<file path="config.mk">
export PLATFORM = sky130hd
export DESIGN_NAME = video_timing_generator
export DESIGN_NICKNAME = d
export VERILOG_FILES = /design/src/rtl/video_timing_pkg.sv /design/src/rtl/video_mode_rom.sv /design/src/rtl/video_timing_generator.sv
export SDC_FILE = /design/constraint.sdc
export NUM_CORES = 1
export LEC_CHECK = 0
export BUFFER_PORTS_ARGS = -buffer_cell sky130_fd_sc_hd__buf_2
export CORE_MARGIN = 1
export CORE_UTILIZATION = 47
export DETAILED_ROUTE_END_ITERATION = 8
export PLACE_DENSITY = 0.77
export SLEW_MARGIN = 20
export SYNTH_ARGS = -nofsm -noshare
export SYNTH_HDL_FRONTEND = slang
export SYNTH_SLANG_ARGS = --single-unit
</file>
<file path="constraint.sdc">
create_clock -name clk -period 5.59 [get_ports clk]
set_input_delay 0 -clock clk [delete_from_list [all_inputs] [get_ports clk]]
set_output_delay 0 -clock clk [all_outputs]
set_load 0.05 [all_outputs]
</file>
<file path="src/rtl/video_timing_pkg.sv">
// video_timing_pkg: mode-table types and constants shared by the timing generator and its mode ROM.
package video_timing_pkg;
  localparam int TW = 16;
  localparam int NUM_MODES = 3;
  localparam int MODE_640X480 = 0;
  localparam int MODE_640X400 = 1;
  localparam int MODE_640X350 = 2;
  typedef struct packed {
    logic [TW-1:0] vis;
    logic [TW-1:0] front;
    logic [TW-1:0] sync;
    logic [TW-1:0] back;
    logic [TW-1:0] start;
    logic [TW-1:0] total;
  } axis_t;
  typedef struct packed {
    axis_t h;
    axis_t v;
    logic  h_pol;
    logic  v_pol;
  } timing_t;
  localparam axis_t H_640 = '{vis: TW'(640), front: TW'(16), sync: TW'(96), back: TW'(48), start: TW'(144), total: TW'(800)};
  localparam axis_t V_480 = '{vis: TW'(480), front: TW'(10), sync: TW'(2), back: TW'(33), start: TW'(35), total: TW'(525)};
  localparam axis_t V_400 = '{vis: TW'(400), front: TW'(12), sync: TW'(2), back: TW'(35), start: TW'(37), total: TW'(449)};
  localparam axis_t V_350 = '{vis: TW'(350), front: TW'(37), sync: TW'(2), back: TW'(60), start: TW'(62), total: TW'(449)};
  localparam timing_t MODE_TABLE [NUM_MODES] = '{
    '{h: H_640, v: V_480, h_pol: 1'b0, v_pol: 1'b0},
    '{h: H_640, v: V_400, h_pol: 1'b0, v_pol: 1'b1},
    '{h: H_640, v: V_350, h_pol: 1'b1, v_pol: 1'b0}
  };
endpackage

</file>
<file path="src/rtl/video_mode_rom.sv">
// video_mode_rom: mode code -> timing entry; codes without a table entry decode as mode 0.
//   mode  in   requested/active mode code
//   entry out  timing entry for that code
module video_mode_rom
  import video_timing_pkg::*;
#(
  parameter int MODE_WIDTH = 2
) (
  input  logic [MODE_WIDTH-1:0] mode,
  output timing_t               entry
);
  assign entry = (mode == MODE_WIDTH'(MODE_640X400)) ? MODE_TABLE[MODE_640X400] :
                 (mode == MODE_WIDTH'(MODE_640X350)) ? MODE_TABLE[MODE_640X350] :
                 MODE_TABLE[MODE_640X480];
endmodule

</file>
<file path="src/rtl/video_timing_generator.sv">
// video_timing_generator: multi-mode scan timing with pixel enable, frame-boundary mode switch and registered outputs.
//   clk, reset(active-low sync)        clock and reset
//   mode_req/_valid/_ready             mode-change handshake, applied at the next frame wrap
//   mode_active, pix_en                scanned mode, pixel-advance enable
//   h_pos/v_pos, h/v_visible_pos       raw and visible-relative scan positions
//   h/v_sync, h/v_blank                decoded sync (mode polarity) and blanking
//   line_start, frame_start            one-clk pulses after each line / frame wrap
module video_timing_generator
  import video_timing_pkg::*;
#(
  parameter int COUNT_WIDTH = 10,
  parameter int MODE_WIDTH  = 2,
  parameter int PIX_DIV     = 2
) (
  input  logic                   clk,
  input  logic                   reset,
  input  logic [MODE_WIDTH-1:0]  mode_req,
  input  logic                   mode_req_valid,
  output logic                   mode_req_ready,
  output logic [MODE_WIDTH-1:0]  mode_active,
  output logic                   pix_en,
  output logic [COUNT_WIDTH-1:0] h_pos,
  output logic [COUNT_WIDTH-1:0] v_pos,
  output logic [COUNT_WIDTH-1:0] h_visible_pos,
  output logic [COUNT_WIDTH-1:0] v_visible_pos,
  output logic                   h_sync,
  output logic                   v_sync,
  output logic                   h_blank,
  output logic                   v_blank,
  output logic                   line_start,
  output logic                   frame_start
);
  localparam int CW = COUNT_WIDTH;
  localparam int DW = PIX_DIV > 1 ? $clog2(PIX_DIV) : 1;
  logic [DW-1:0]         div_q, div_d;
  logic [CW-1:0]         h_pos_q, h_pos_d, v_pos_q, v_pos_d;
  logic [CW-1:0]         h_vis_q, h_vis_d, v_vis_q, v_vis_d;
  logic [MODE_WIDTH-1:0] mode_active_q, mode_active_d, pend_q, pend_d;
  logic                  ready_q, ready_d;
  logic                  h_sync_q, h_sync_d, v_sync_q, v_sync_d;
  logic                  h_blank_q, h_blank_d, v_blank_q, v_blank_d;
  logic                  line_start_q, line_start_d, frame_start_q, frame_start_d;
  logic                  h_end, v_end, h_wrap, f_wrap, apply, accept;
  timing_t               cur, nxt;
  logic                  unused_entry;
  // cur times the frame being scanned; nxt decodes outputs so a mode switch takes effect on the wrap edge itself
  video_mode_rom #(.MODE_WIDTH(MODE_WIDTH)) u_rom_cur (.mode(mode_active_q), .entry(cur));
  video_mode_rom #(.MODE_WIDTH(MODE_WIDTH)) u_rom_nxt (.mode(mode_active_d), .entry(nxt));
  assign unused_entry = ^{cur, nxt};
  assign pix_en = div_q == DW'(PIX_DIV - 1);
  assign h_end  = h_pos_q == CW'(cur.h.total - 1'b1);
  assign v_end  = v_pos_q == CW'(cur.v.total - 1'b1);
  assign h_wrap = pix_en && h_end;
  assign f_wrap = h_wrap && v_end;
  assign apply  = f_wrap && !ready_q;
  assign accept = mode_req_valid && ready_q;
  always_comb begin
    div_d         = pix_en ? '0 : div_q + 1'b1;
    h_pos_d       = !pix_en ? h_pos_q : h_end ? '0 : h_pos_q + 1'b1;
    v_pos_d       = !h_wrap ? v_pos_q : v_end ? '0 : v_pos_q + 1'b1;
    mode_active_d = apply ? pend_q : mode_active_q;
    pend_d        = accept ? mode_req : pend_q;
    ready_d       = accept ? 1'b0 : apply ? 1'b1 : ready_q;
    line_start_d  = h_wrap;
    frame_start_d = f_wrap;
    h_vis_d       = h_pos_d - CW'(nxt.h.start);
    v_vis_d       = v_pos_d - CW'(nxt.v.start);
    // positions before the visible start wrap to large values, so one compare covers both porches
    h_blank_d     = h_vis_d >= CW'(nxt.h.vis);
    v_blank_d     = v_vis_d >= CW'(nxt.v.vis);
    h_sync_d      = (h_pos_d < CW'(nxt.h.sync)) ~^ nxt.h_pol;
    v_sync_d      = (v_pos_d < CW'(nxt.v.sync)) ~^ nxt.v_pol;
  end
  always_ff @(posedge clk) begin
    if (!reset) begin
      div_q         <= '0;
      h_pos_q       <= '0;
      v_pos_q       <= '0;
      mode_active_q <= '0;
      pend_q        <= '0;
      ready_q       <= 1'b1;
      line_start_q  <= 1'b0;
      frame_start_q <= 1'b0;
      h_vis_q       <= -CW'(MODE_TABLE[MODE_640X480].h.start);
      v_vis_q       <= -CW'(MODE_TABLE[MODE_640X480].v.start);
      h_blank_q     <= 1'b1;
      v_blank_q     <= 1'b1;
      h_sync_q      <= MODE_TABLE[MODE_640X480].h_pol;
      v_sync_q      <= MODE_TABLE[MODE_640X480].v_pol;
    end else begin
      div_q         <= div_d;
      h_pos_q       <= h_pos_d;
      v_pos_q       <= v_pos_d;
      mode_active_q <= mode_active_d;
      pend_q        <= pend_d;
      ready_q       <= ready_d;
      line_start_q  <= line_start_d;
      frame_start_q <= frame_start_d;
      h_vis_q       <= h_vis_d;
      v_vis_q       <= v_vis_d;
      h_blank_q     <= h_blank_d;
      v_blank_q     <= v_blank_d;
      h_sync_q      <= h_sync_d;
      v_sync_q      <= v_sync_d;
    end
  end
  assign mode_req_ready = ready_q;
  assign mode_active    = mode_active_q;
  assign h_pos          = h_pos_q;
  assign v_pos          = v_pos_q;
  assign h_visible_pos  = h_vis_q;
  assign v_visible_pos  = v_vis_q;
  assign h_sync         = h_sync_q;
  assign v_sync         = v_sync_q;
  assign h_blank        = h_blank_q;
  assign v_blank        = v_blank_q;
  assign line_start     = line_start_q;
  assign frame_start    = frame_start_q;
endmodule

</file>
==> flow_metrics.py, run 1 <==
metrics = {
    "placed_design": {
        "gp_congestion": 0.9674,
        "place_hpwl_um": 4828,
        "numPortBuffers": 54,
    },
    "sta": {
        "worst_pin_slew_ns": 0.7378,
        "fin_crit_sh": 0.9245,
        "rsz0062_at_grt": "false",
        "finalMaxSlewViolations": 0,
        "setup_viol": 0,
        "period_needed_ns": 5.168,
        "timing.fmax_mhz": 193.5,
        "fin_skew_ns": 0.01104,
        "max-slew-margin-rel": 0.5036,
        "finalHoldViolCount": 0,
        "fin_setup_tns_ns": 0,
    },
    "power": {
        "internal-power_mw": 0.4870,
        "switching_share": 0.2336,
        "netSwitchingPower_mw": 0.1484,
        "pwr-share-comb": 0.043,
        "power_density_nw_per_um2": 203.8,
        "power_mw": 0.6354,
        "irDropWorstVdd_uv": 103.4,
        "power.leakage_nw": 1.298,
        "p_clk_frac": 0.408,
        "seq_power_share": 0.548,
    },
    "routing": {
        "post_drt_via_cell_ratio": 5.527,
        "wl_per_cell_um": 15.38,
        "drcViolationCount": 0,
        "vias": 2382,
        "ant_nets": 0,
        "drt_iter0_markers": 179,
        "first_pass_iters": 5,
        "routed_wl_um": 6630,
    },
    "run_status": {
        "outcome": "finished, final reports clean",
    },
    "setup_path": {
        "crit_required_ns": 5.79,
        "crit_slowest_cell": "fa_1",
        "cp_common_cell": "ha_1",
        "start_kind": "flip-flop",
        "max_stage_delay_ns": 0.43,
        "path_max_fanout": 7,
        "arrival_ns": 5.37,
        "timing.rr.start": "v_pos[0]",
        "regToRegSetupSlack_ns": 0.42,
        "critPathLaunch": "v_pos[0]",
        "worstSetupPathType": "reg -> reg",
        "crit_path_end_kind": "flip-flop",
        "path_cells": "inv_1 > ha_1 > or3b_1 > nor4b_2 > nor2_1 > nor3_4 > mux2i_2 > ha_1 > inv_1 > ha_1 > fa_1 > nor3b_1 > o41ai_1 > mux2_2 > a31oi_1 > xnor2_1 > ha_1 > and3_1 > a22oi_1 > nand4b_1 > o311a_1",
    },
    "synth": {
        "yosysTopAreaCell": "dfxtp_1",
        "ys_ff_latch": 48,
        "ys.flop_type": "dfxtp_1",
        "async_flop_share": 0,
        "ys_types": 54,
        "synthTopCellsByCount": "dfxtp_1 (48), nor2_1 (35), nand2_1 (24), inv_1 (19), ha_1 (17)",
        "synth_cells": 305,
        "post-synth-top-count-cell": "dfxtp_1",
        "syn_area_um2": 2638,
        "synth_edf_count": 0,
        "synth_top_area_share": 0.3643,
        "ys_top_cells_by_area": "dfxtp_1 (36%), ha_1 (8.1%), nor2_1 (5.0%)",
        "ys_warn_count": 0,
        "avgSynthCellArea_um2": 8.648,
        "yosysSeqAreaShare": 0.3643,
        "syn_nets": 328,
    },
    "floorplan": {
        "core_area_um2": 5270,
        "die_height_um": 76.91,
        "num_io_pins": 55,
        "rows": 26,
        "start_util": 0.5005,
        "fp.dieW_um": 76.91,
        "die-area_um2": 5915,
    },
    "finish": {
        "multiInputGateArea_um2": 1545,
        "nets": 383,
        "fillers": 458,
        "n_antenna_cell": 0,
        "seqCellArea_um2": 960.9,
        "syn_to_final_growth_pct": 18.22,
        "drive_gt1_frac": 0.2327,
    },
    "job": {
        "drv_cap": 0,
    },
    "clocking": {
        "clock_sinks": 48,
        "path_clk_slew_ns": 0.10,
        "root_buffer": "clkbuf_8",
        "post_cts_buffers": 0,
        "numCtsBuffers": 5,
        "clk_path_buf_depth": 2,
        "clock_latency_ns": 0.30,
        "cts_tree": "built",
        "cts_max_level": 2,
    },
    "global_route": {
        "grt_antenna_before_repair": 0,
        "grt_usage": 0.2289,
        "overflow": 0,
        "grt_pass1_wl_um": 10690,
        "grt_max_degree": 24,
        "first_global_vias": 2200,
    },
    "hold_path": {
        "worstHoldStart": "mode_req_valid",
        "min-delay-path-class": "in -> reg",
    },
}
cells by family (layout without fill, tap and decap cells):
kind of cell               Yosys count  after routing  share of synthesized area
xor gates and xnor gates            22             22                    0.07306
AOI/OAI and AO/OA                   50             50                     0.1286
DFF                                 48             48                     0.3643
and+or+nand+nor                    128            128                     0.2647
muxes                                6              6                    0.02561
adders and majority gates           18             18                    0.08823
buffers and inverters               33             89                    0.05550
worst paths after layout:
check	to	cells after the start
worst max-delay path	v_blank	21
worst min-delay path	pend_q[0]	3
worst max register to register	v_blank	21
worst min register to register	pend_q[1]	2
timing repair:
item / in CTS / in global routing
gates resized for setup: 0 / 3
endpoints found under the hold margin: 2 / 0
setup endpoints to repair: 0 / 1
hold buffers: 3 / 0
stage by stage:
stage	instance area, µm²	cells	util	setup WS, ns	hold slack (ns)
6_report	3118	431	0.5916	0.4220	0.008706
5_1_grt	3118	431	0.5916	0.05822	0.003951
4_1_cts	3103	431	0.5888	0.2784	0.004326
3_5_place_dp	2958	420	0.5613	0.2921	0.2784
3_3_place_gp	2958	420	0.5613	0.5204	0.2573
2_1_floorplan	2638	305	-	0.1237	0.1475
registers in the layout, indices dropped and copies added (netlist names), 2 cells and up:
register	count
h_pos	10
h_visible_pos	6
mode_active	2
pend_q	2
v_pos	10
v_visible_pos	10
power groups by stage:
stage	logic (mW)	registers (mW)	clock network, mW
floorplan	0.0145	0.362	0
global placement	0.0256	0.356	0
detailed placement	0.0260	0.356	0
CTS	0.0275	0.348	0.263
global route	0.0295	0.349	0.279
finish	0.0276	0.348	0.260
layer usage:
layer / GRT usage / share of wire
met5: 0 / 0
met4: 0.08462 / 0.015
met3: 0.04286 / 0.075
met2: 0.3679 / 0.46
met1: 0.3029 / 0.45
worst max-delay path, delay by kind of cell (launching register included):
kind            cells  cell delay [ns]
fa+ha+maj           5             1.34
buf+inv             2             0.24
flops               1             0.38
xor+xnor            1             0.19
mux                 2             0.58
simple gates        7             1.64
compound gates      4             0.71
final cells by class:
type                    count  area share
clock buffers               5     0.02207
clock inverters             3     0.01485
inverters                  19     0.02287
multi-input cells         224      0.4956
flip-flops and latches     48      0.3082
well taps                  70     0.02809
repair buffers             62      0.1083
cells in the final DEF (no fill, tap or decap), types with 11 or more instances in the layout:
master,count
nand2_1,24
inv_1,19
nor2_1,35
o21ai_0,11
and2_1,11
a21oi_1,12
buf_2,54
ha_1,17
xnor2_1,13
dfxtp_1,48
Note: power is estimated with default switching activity, not from simulation.
==> run 2: changes to the inputs <==
--- a/config.mk
+++ b/config.mk
@@ -9,6 +9,7 @@
 export CORE_MARGIN = 1
 export CORE_UTILIZATION = 47
 export DETAILED_ROUTE_END_ITERATION = 8
+export MAX_ROUTING_LAYER = met4
 export PLACE_DENSITY = 0.77
 export SLEW_MARGIN = 20
 export SYNTH_ARGS = -nofsm -noshare
==> run 2 against run 1 <==
Clock power up 18%. Global-route usage up 1.5 points. Register-to-register slack about the same. Hold slack better by 0.044 ns. Via count down 1.6%. Non-clock buffer count up 2. Cell area up 1.5%. Worst setup slack worse by 0.012 ns. Critical path depth unchanged. Critical path type unchanged. Critical endpoint unchanged. Highest routed layer unchanged.
==> flow_metrics.py, run 2 (same netlist as run 1, synthesis figures left out) <==
metrics = {
    "setup_path": {
        "crit_family": "simple AND/OR/NAND/NOR gates",
        "timing.rr.start": "v_pos[0]",
        "cp_common_cell": "ha_1",
        "start_kind": "flip-flop",
        "reg2reg_to": "v_blank",
        "path_max_fanout": 7,
        "worstSetupPathType": "reg -> reg",
        "crit_slowest_cell": "fa_1",
        "cp_num_buf_inv": 2,
        "crit_required_ns": 5.80,
        "regToRegSetupSlack_ns": 0.41,
        "path_cells": "inv_1 > ha_1 > or3b_1 > nor4b_2 > nor2_1 > nor3_2 > mux2i_2 > ha_1 > inv_1 > ha_1 > fa_1 > nor3b_2 > o41ai_1 > mux2_2 > a31oi_2 > xnor2_1 > ha_1 > and3_1 > a22oi_1 > nand4b_1 > o311a_1",
        "crit_path_end_kind": "flip-flop",
        "max_stage_delay_ns": 0.44,
        "arrival_ns": 5.39,
        "r2r_cells": 21,
        "crit_cells": 21,
    },
    "routing": {
        "drt_iter0_markers": 178,
        "first_pass_iters": 4,
        "post_drt_via_cell_ratio": 5.413,
        "ant_nets": 0,
        "wl_per_cell_um": 15.46,
        "routed_wl_um": 6695,
        "vias": 2344,
        "drcViolationCount": 0,
    },
    "clocking": {
        "clock_latency_ns": 0.32,
        "numCtsBuffers": 5,
        "clock_sinks": 48,
        "cts_tree": "built",
        "cts_max_level": 2,
        "clk_path_buf_depth": 2,
        "root_buffer": "clkbuf_8",
        "path_clk_slew_ns": 0.09,
    },
    "finish": {
        "drive_gt1_frac": 0.2369,
        "mostFrequentLayoutCells": "buf_2 (54), dfxtp_1 (48), nor2_1 (35)",
        "nets": 385,
        "fin_cells": 433,
        "final_common_cell": "buf_2",
        "fillers": 473,
        "seqCellArea_um2": 960.9,
        "n_antenna_cell": 0,
        "multiInputGateArea_um2": 1550,
        "syn_to_final_growth_pct": 20.02,
    },
    "sta": {
        "fin_setup_tns_ns": 0,
        "fin_skew_ns": 0.008048,
        "max-slew-margin-rel": 0.4661,
        "period_needed_ns": 5.180,
        "finalMaxSlewViolations": 0,
        "setup_viol": 0,
        "finalHoldViolCount": 0,
        "rsz0062_at_grt": "false",
        "timing.fmax_mhz": 193.0,
        "worst_pin_slew_ns": 0.7936,
        "fin_crit_sh": 0.9267,
    },
    "job": {
        "drv_cap": 0,
    },
    "floorplan": {
        "die-area_um2": 5915,
        "num_io_pins": 55,
        "start_util": 0.5005,
        "die_height_um": 76.91,
        "fp.dieW_um": 76.91,
        "rows": 26,
        "core_area_um2": 5270,
    },
    "power": {
        "power.leakage_nw": 1.310,
        "irDropWorstVdd_uv": 133.4,
        "power_density_nw_per_um2": 216.2,
        "power_mw": 0.6843,
    },
    "global_route": {
        "overflow": 0,
        "grt_max_degree": 24,
        "first_global_vias": 2207,
        "grt_pass1_wl_um": 11010,
        "grt_usage": 0.2437,
        "grt_antenna_before_repair": 0,
    },
    "run_status": {
        "outcome": "finished, final reports clean",
    },
    "placed_design": {
        "gp_congestion": 0.9815,
        "dpl.cell_count": 420,
        "place_hpwl_um": 4875,
        "numPortBuffers": 54,
    },
    "hold_path": {
        "min-delay-path-class": "in -> reg",
        "hold_path_end": "v_visible_pos[8]",
        "worstHoldStart": "reset",
        "min_delay_path_depth": 2,
    },
}
==> run 2: power by group <==
group | switching (mW) | internal (mW)
Combinational | 0.0202 | 0.00854
Clock | 0.127 | 0.180
Sequential | 0.00382 | 0.344
==> run 2: worst max path at each step <==
stage | from | end | slack [ns]
floorplan | h_pos[8] | v_blank | 0.12
global placement | h_pos[5] | v_blank | 0.50
detailed placement | v_pos[0] | v_blank | 0.29
CTS | h_pos[5] | v_blank | 0.21
global route | v_pos[0] | v_blank | 0.001
finish | v_pos[0] | v_blank | 0.41
==> run 2: what timing repair did <==
item	4_1_cts	5_1_grt
hold buffers	5	0
buffers inserted	0	0
setup endpoints to repair	0	1
endpoints found under the hold margin	3	0
resized for setup	0	4
==> run 2: stage by stage <==
stage            util  hold slack (ns)  area (µm²)  setup WS (ns)
3_5_place_dp   0.5613           0.2673        2958         0.2887
4_1_cts        0.5969          0.04204        3146         0.2111
5_1_grt        0.6007          0.07539        3166       0.001319
6_report       0.6007          0.05280        3166         0.4097
2_1_floorplan       -           0.1475        2638         0.1237
3_3_place_gp   0.5613           0.2572        2958         0.5048
==> run 2: layout make-up <==
cell class,instances,share of cell area
multi-input combinational,224,0.4897
sequential,48,0.3036
timing repair buffer,64,0.1130
tap,70,0.02767
inverter,19,0.02253
clock buffer,5,0.02174
clock inverter,3,0.02174
==> run 2: layer usage <==
metal,GRT usage,wire length [µm]
met2,0.3866,3086
met1,0.3186,3100
met5,-,0
met3,0.03929,434
met4,0.07115,74
